===== src/rtl/convout_streamer_pkg.sv =====
// convout_streamer_pkg: shared widths and state encoding for the convolution read-back streamer.
package convout_streamer_pkg;
   localparam int BYTE_W     = 8;
   localparam int WORD_W_DEF = 32;
   localparam int ADDR_W_DEF = 16;
   typedef enum logic [2:0] {IDLE, FETCH, LOAD, SEND, FINISH} cs_state_t;
   function automatic int idx_w(input int word_w);
      return (word_w / BYTE_W > 1) ? $clog2(word_w / BYTE_W) : 1;
   endfunction
endpackage


===== src/rtl/convout_streamer_word_serializer.sv =====
// word_serializer: shifts one RAM word out MSB byte first and holds the prefetched next word.
module word_serializer
   import convout_streamer_pkg::*;
#(
   parameter int WORD_W = WORD_W_DEF
)(
   input  logic              clk_spi,
   input  logic              reset,
   input  logic              active,
   input  logic              load,
   input  logic              pf_req,
   input  logic [WORD_W-1:0] mem_rdata,
   input  logic              sink_ready,
   output logic              sink_valid,
   output logic [7:0]        sink_data,
   output logic              first,
   output logic              last,
   output logic              next_avail
);
   localparam int NB = WORD_W / BYTE_W;
   localparam int IW = idx_w(WORD_W);
   logic [WORD_W-1:0] shreg, pf_reg;
   logic [IW-1:0]     idx;
   logic              pf_valid, pf_pend, xfer, reload;
   assign sink_valid = active;
   assign sink_data  = shreg[WORD_W-1 -: BYTE_W];
   assign xfer       = active && sink_ready;
   assign last       = xfer && idx == IW'(NB - 1);
   // a prefetch still on the RAM bus counts as available: reload straight from mem_rdata
   assign next_avail = pf_valid || pf_pend;
   assign reload     = last && next_avail;
   always_ff @(posedge clk_spi) begin
      if (reset) begin
         shreg    <= '0;
         pf_reg   <= '0;
         idx      <= '0;
         first    <= 1'b0;
         pf_valid <= 1'b0;
         pf_pend  <= 1'b0;
      end else begin
         pf_pend <= pf_req;
         if (load || reload) begin
            shreg <= (reload && pf_valid) ? pf_reg : mem_rdata;
            idx   <= '0;
            first <= 1'b1;
         end else begin
            if (xfer) begin
               shreg <= shreg << BYTE_W;
               idx   <= idx + IW'(1);
            end
            if (active) first <= 1'b0;
         end
         if (reload) pf_valid <= 1'b0;
         else if (pf_pend && !load) begin
            pf_reg   <= mem_rdata;
            pf_valid <= 1'b1;
         end
      end
   end
endmodule


===== src/rtl/convout_streamer.sv =====
// convout_streamer: reads a word range from the conv output RAM and streams it bytewise to the SPI sink.
module convout_streamer
   import convout_streamer_pkg::*;
#(
   parameter int WORD_W = WORD_W_DEF,
   parameter int ADDR_W = ADDR_W_DEF
)(
   input  logic              clk_spi,
   input  logic              reset,
   input  logic              start,
   input  logic [ADDR_W-1:0] base_addr,
   input  logic [ADDR_W-1:0] word_count,
   output logic              mem_rd_en,
   output logic [ADDR_W-1:0] mem_addr,
   input  logic [WORD_W-1:0] mem_rdata,
   output logic              sink_valid,
   output logic [7:0]        sink_data,
   input  logic              sink_ready,
   output logic              busy,
   output logic              done
);
   cs_state_t         state, state_n;
   logic [ADDR_W-1:0] remain;
   logic              zero_wait, pf_req, first, last, next_avail, more, accept;
   assign accept    = state == IDLE && start;
   assign more      = remain != '0;
   assign pf_req    = state == SEND && first && more;
   assign mem_rd_en = state == FETCH || pf_req;
   assign busy      = state != IDLE;
   always_comb begin
      state_n = state;
      done    = 1'b0;
      case (state)
         IDLE:   if (start) state_n = (word_count == '0) ? FINISH : FETCH;
         FETCH:  state_n = LOAD;
         LOAD:   state_n = SEND;
         // a prefetch issued on the last byte itself is picked up via LOAD
         SEND:   if (last) state_n = next_avail ? SEND : pf_req ? LOAD : more ? FETCH : FINISH;
         FINISH: begin
            done    = !zero_wait;
            state_n = zero_wait ? FINISH : IDLE;
         end
         default: state_n = IDLE;
      endcase
   end
   // zero_wait stretches an empty command so done lands two cycles after start
   always_ff @(posedge clk_spi) begin
      if (reset) begin
         state     <= IDLE;
         mem_addr  <= '0;
         remain    <= '0;
         zero_wait <= 1'b0;
      end else begin
         state     <= state_n;
         zero_wait <= accept ? word_count == '0 : zero_wait && state != FINISH;
         if (accept) begin
            mem_addr <= base_addr;
            remain   <= word_count;
         end else if (mem_rd_en) begin
            mem_addr <= mem_addr + 1'b1;
            remain   <= remain - 1'b1;
         end
      end
   end
   word_serializer #(.WORD_W(WORD_W)) u_ser (
      .clk_spi    (clk_spi),
      .reset      (reset),
      .active     (state == SEND),
      .load       (state == LOAD),
      .pf_req     (pf_req),
      .mem_rdata  (mem_rdata),
      .sink_ready (sink_ready),
      .sink_valid (sink_valid),
      .sink_data  (sink_data),
      .first      (first),
      .last       (last),
      .next_avail (next_avail)
   );
endmodule

===== config.mk =====
export PLATFORM = sky130hd
export DESIGN_NAME = convout_streamer
export DESIGN_NICKNAME = d
export VERILOG_FILES = /design/src/rtl/convout_streamer_pkg.sv /design/src/rtl/convout_streamer_word_serializer.sv /design/src/rtl/convout_streamer.sv
export SDC_FILE = /design/constraint.sdc
export NUM_CORES = 1
export LEC_CHECK = 0
export CORE_MARGIN = 2
export CORE_UTILIZATION = 45
export CTS_CLUSTER_DIAMETER = 40
export CTS_CLUSTER_SIZE = 12
export DETAILED_ROUTE_END_ITERATION = 10
export HOLD_SLACK_MARGIN = 0.1
export PLACE_DENSITY = 0.7
export SLEW_MARGIN = 30
export SYNTH_ARGS = -nofsm -noshare
export SYNTH_HDL_FRONTEND = slang
export SYNTH_SLANG_ARGS = --single-unit

===== constraint.sdc =====
create_clock -name clk_spi -period 4.15 [get_ports clk_spi]
set_input_delay 0.83 -clock clk_spi [delete_from_list [all_inputs] [get_ports clk_spi]]
set_output_delay 0.83 -clock clk_spi [all_outputs]
set_load 0.005 [all_outputs]

==> results of run 1 <==
[worst max-delay path, cell delays in order (launching register included)]
cell and delay, ns:
dfxtp_1 0.33, inv_1 0.08, ha_1 0.27, nor3b_1 0.43, nand4_4 0.18, a21oi_4 0.17, buf_4 0.28, inv_2 0.22
clkdlybuf4s50_1 0.50
[routing by layer]
layer | GRT usage | wire length [µm]
met5 | 0 | 0
met4 | 0.06423 | 199
met3 | 0.05238 | 641
met2 | 0.3358 | 6173
met1 | 0.3060 | 6601
[final cells by class]
type | instances | share of cell area
Sequential cell | 105 | 0.3229
Inverter | 12 | 0.006919
Multi-Input combinational cell | 442 | 0.4407
Clock buffer | 10 | 0.03671
Timing Repair Buffer | 104 | 0.1576
Clock inverter | 6 | 0.007688
Tap cell | 143 | 0.02748
[cells by family (layout without fill, tap and decap cells)]
logic type	count (synthesis)	count (layout)	share of synthesized area
AO/OA/AOI/OAI	177	177	0.2248
XOR/XNOR	1	1	0.001667
adder cells (fa/ha/maj)	3	3	0.007144
buffers and inverters	65	132	0.05643
flip-flops	105	105	0.4000
multiplexers	58	58	0.1162
AND/OR/NAND/NOR	203	203	0.1938
[path summary, 6_finish.rpt]
kind                            depth (start not counted)            start              end
worst max register to register                          9        remain[0]     mem_addr[11]
worst min register to register                          2  u_ser.pf_reg[0]  u_ser.pf_reg[0]
worst min-delay path                                    2  u_ser.pf_reg[0]  u_ser.pf_reg[0]
worst max-delay path                                    8        remain[0]        mem_rd_en
[stage by stage]
| step | util | power (mW) | setup slack (ns) |
|---|---|---|---|
| after floorplan | - | 1.440 | 1.711 |
| final | 0.5701 | 2.451 | 0.5022 |
| after global routing | 0.5701 | 2.572 | 0.3010 |
| after CTS | 0.5701 | 2.468 | 0.5115 |
| after detailed placement | 0.5448 | 1.635 | 0.9036 |
| after global placement | 0.5448 | 1.619 | 0.9954 |
[power by group through the flow]
| stage | Clock, mW | Sequential [mW] | Combinational, mW |
|---|---|---|---|
| floorplan | 0 | 1.15 | 0.294 |
| global placement | 0 | 1.17 | 0.453 |
| detailed placement | 0 | 1.17 | 0.466 |
| CTS | 0.855 | 1.15 | 0.467 |
| global route | 0.899 | 1.16 | 0.514 |
| finish | 0.835 | 1.15 | 0.468 |
[layout by cell type, fill, tap and decap left out, types with 8 or more instances in the layout]
| master | count |
|---|---|
| a211oi_1 | 38 |
| a21oi_1 | 64 |
| a31oi_1 | 10 |
| buf_4 | 8 |
| clkbuf_16 | 9 |
| clkdlybuf4s50_1 | 94 |
| dfxtp_1 | 105 |
| inv_1 | 11 |
| mux2_2 | 24 |
| mux2i_1 | 34 |
| nand2_1 | 87 |
| nor2_1 | 43 |
| nor3_1 | 9 |
| nor4_1 | 8 |
| o21ai_0 | 15 |
| or3_1 | 8 |
==> results.toml, run 1 <==
[synth]
yosysUniqueCellTypes = 62
synth.most_common_cell = "dfxtp_1"
synth_edf_count = 0
synth_nets = 683
seq_area_frac_synth = 0.4000
yosysWarningCount = 0
ys_ff_latch = 105
yosysTopAreaCell = "dfxtp_1"
synth_common_cells = "dfxtp_1, nand2_1, a21oi_1"
ys.flop_type = "dfxtp_1"
yosys-top-cells-area = "dfxtp_1, mux2i_1, nand2_1"
synth_top_area_frac = 0.4000
syn_area_per_cell_um2 = 8.587
synthArstFlopShare = 0
syn_area_mm2 = 0.005255
netlist_instances = 612

[power]
p_sw_frac = 0.2891
power_density_mw_per_mm2 = 376.5
pwr-share-clk = 0.341
irDropWorstVdd_mv = 0.3046
p_seq_frac = 0.468
intPower_mw = 1.742
leakagePower_nw = 2.194
comb_power_share = 0.191
switchingPower_uw = 708.5

[floorplan]
rows = 39
io_pins = 96
initial_utilization = 0.4602
dieArea_mm2 = 0.01256
core_area_mm2 = 0.01142
die_w_um = 112.1
fp.dieH_um = 112.1

[drt]
post_drt_wl_per_cell_um = 16.56
avgViaCountPerCell = 5.819
drc = 0
routed_wl_um = 13620
vias = 4783
ant_nets = 0
drt-pass1-iter-count = 6
drtIter0Drc = 254

[finish]
seqCellArea_mm2 = 0.002102
syn_to_final_growth_pct = 23.88
multi_input_area_mm2 = 0.002869
layout.nets = 745
antenna_cells = 0
drive_gt1_frac = 0.09867
final_area_mm2 = 0.006510
fin_cells = 822
fill_cells = 1069

[sta]
fin_tns_setup_ns = 0
hold_violations = 0
holdWs_ns = 0.4551
timing.final.crit_share = 0.8790
max_slew_margin = 0.4308
rsz0062_at_grt = "no"
slew_viol_final = 0
worstMarginPinSlew_ns = 0.8539
max_freq_mhz = 274.1
final.setup_skew_ns = 0.01173
finalSetupViolCount = 0
fin_crit_ns = 3.648

[clocking]
numCtsBuffers = 9
cts.sinks = 105
insertion_delay_ns = 0.36
cts_tree = "yes"
cts-root-buf = "clkbuf_16"
ctsResizeCount = 0
htreeDepth = 3
postCtsSetupBuffers = 0
clockBufferDepth = 2
clk_pin_slew_ns = 0.07
ctsHoldBuffers = 0

[setup_path]
worstSetupPathType = "reg -> out"
critPathLaunchType = "register"
end_kind = "output port"
crit_required_ns = 3.32
cp_max_fo = 26
rrSetupSlack_ns = 1.60
arrival_ns = 2.82

[run_status]
status = "finished clean"

[grt]
grt_util_all_layers = 0.2179
grt_first_pass_wirelength_um = 22400
grt_pass1_vias = 4430
antenna_found_initial = 0
globalRoute.totalOverflow = 0
grt_start_max_net_pins = 68

[placement]
dp_hpwl_um = 9178
port_buffers = 95
dp_cells = 806
placedInstanceArea_mm2 = 0.006221
gp_congestion = 0.8709

[job]
drv_cap = 0

[worst_hold_path]
min_path_type = "reg -> reg"
Power figures use the tool's default switching activity.
==> run 2, diff against run 1 <==
==> constraint.sdc (replaced) <==
create_clock -name clk_spi -period 4.15 [get_ports clk_spi]
set_input_delay 1.245 -clock clk_spi [delete_from_list [all_inputs] [get_ports clk_spi]]
set_output_delay 1.245 -clock clk_spi [all_outputs]
set_load 0.005 [all_outputs]
==> results.toml, run 2 (synthesis results as in run 1) <==
[run_status]
status = "finished clean"

[clocking]
insertion_delay_ns = 0.35
ctsHoldBuffers = 0
numCtsBuffers = 9
cts.sinks = 105
postCtsSetupBuffers = 0
ctsResizeCount = 0
clk_pin_slew_ns = 0.07
cts_tree = "yes"
cts-root-buf = "clkbuf_16"
htreeDepth = 3
clockBufferDepth = 2

[floorplan]
fp.dieH_um = 112.1
rows = 39
core_area_mm2 = 0.01142
die_w_um = 112.1
dieArea_mm2 = 0.01256
initial_utilization = 0.4602
io_pins = 96

[setup_path]
crit_slowest_cell = "clkdlybuf4s50_1"
crit_chain = "inv_1 > ha_1 > nor3b_1 > nand4_4 > a21oi_4 > inv_2 > clkdlybuf4s50_1"
max_stage_delay_ns = 0.50
cp_max_fo = 19
worstSetupPathType = "reg -> out"
end_kind = "output port"
crit_required_ns = 2.90
critPathLaunchType = "register"
arrival_ns = 2.59

[power]
p_seq_frac = 0.470
irDropWorstVdd_mv = 0.2820
pwr-share-clk = 0.337
power_density_mw_per_mm2 = 374.9
intPower_mw = 1.748
design_power_total_mw = 2.446
switchingPower_uw = 698.7
comb_power_share = 0.193
leakagePower_nw = 2.200
p_sw_frac = 0.2856

[job]
drv_cap = 0

[drt]
drc = 0
vias = 4795
drtIter0Drc = 257
post_drt_wl_per_cell_um = 16.52
ant_nets = 0
drt-pass1-iter-count = 5
routed_wl_um = 13580
avgViaCountPerCell = 5.833

[worst_hold_path]
min_path_type = "reg -> reg"

[grt]
grt_util_all_layers = 0.2186
grt_start_max_net_pins = 68
grt_first_pass_wirelength_um = 22600
grt_pass1_vias = 4674
globalRoute.totalOverflow = 0
antenna_found_initial = 0

[finish]
syn_to_final_growth_pct = 24.17
fin_util = 0.5714
layout.nets = 745
antenna_cells = 0
multi_input_area_mm2 = 0.002870
final_common_cell = "dfxtp_1"
fill_cells = 1046
fin_cells = 822
seqCellArea_mm2 = 0.002102
final_cell_mix = "dfxtp_1, clkdlybuf4s50_1, nand2_1"
drive_gt1_frac = 0.09867

[sta]
worstMarginPinSlew_ns = 0.8057
hold_violations = 0
fin_crit_ns = 3.835
max_freq_mhz = 260.8
setup_ws_ns = 0.3152
final.setup_skew_ns = 0.01319
slew_viol_final = 0
finalSetupViolCount = 0
fin_tns_setup_ns = 0
rsz0062_at_grt = "no"
timing.final.crit_share = 0.9241
max_slew_margin = 0.4628

[placement]
port_buffers = 95
gp_congestion = 0.8289
place_ws_ns = 0.7456
dp_cells = 806
dp_hpwl_um = 9370
==> run 2: metal layers <==
| metal | vias up | GRT usage | share of wire |
|---|---|---|---|
| li1 | 2367 | - | - |
| met1 | 2307 | 0.2882 | 0.46 |
| met2 | 103 | 0.3640 | 0.47 |
| met3 | 18 | 0.04482 | 0.048 |
| met4 | 0 | 0.06667 | 0.016 |
| met5 | - | 0 | 0 |
==> run 2: area by class of cell <==
| class | count | share of cell area |
|---|---|---|
| Clock inverter | 5 | 0.007287 |
| Clock buffer | 11 | 0.03720 |
| Timing Repair Buffer | 104 | 0.1592 |
| Tap cell | 143 | 0.02742 |
| Multi-Input combinational cell | 442 | 0.4399 |
| Inverter | 12 | 0.006903 |
| Sequential cell | 105 | 0.3221 |
==> run 2: power groups by stage <==
| stage | sequential [mW] | combinational [mW] | clock [mW] |
|---|---|---|---|
| detailed placement | 1.17 | 0.469 | 0 |
| CTS | 1.15 | 0.472 | 0.848 |
| finish | 1.15 | 0.472 | 0.825 |
| global placement | 1.17 | 0.455 | 0 |
| floorplan | 1.15 | 0.294 | 0 |
| global route | 1.16 | 0.518 | 0.874 |
==> run 2: path summary, 6_finish.rpt <==
check | from | to | slack [ns] | depth (start not counted)
setup reg to reg | remain[0] | mem_addr[7] | 1.76 | 7
setup / recovery | remain[0] | mem_rd_en | 0.32 | 7
hold reg to reg | u_ser.pf_reg[26] | u_ser.pf_reg[26] | 0.46 | 2
hold / removal | u_ser.pf_reg[26] | u_ser.pf_reg[26] | 0.46 | 2
==> run 2: through the flow <==
stage	hold slack, ns	instance area, µm²
floorplan	0.4360	5255
global placement	0.4412	6233
detailed placement	0.4463	6235
CTS	0.4559	6525
global route	0.4764	6525
finish	0.4564	6525
==> run 2: worst max-delay path: cells and delay by family, from the launching register on <==
family	cells	cell delay [ns]
buffers and inverters	3	0.75
AND/OR/NAND/NOR	2	0.68
flip-flops	1	0.33
adder cells (fa/ha/maj)	1	0.28
AO/OA/AOI/OAI	1	0.20
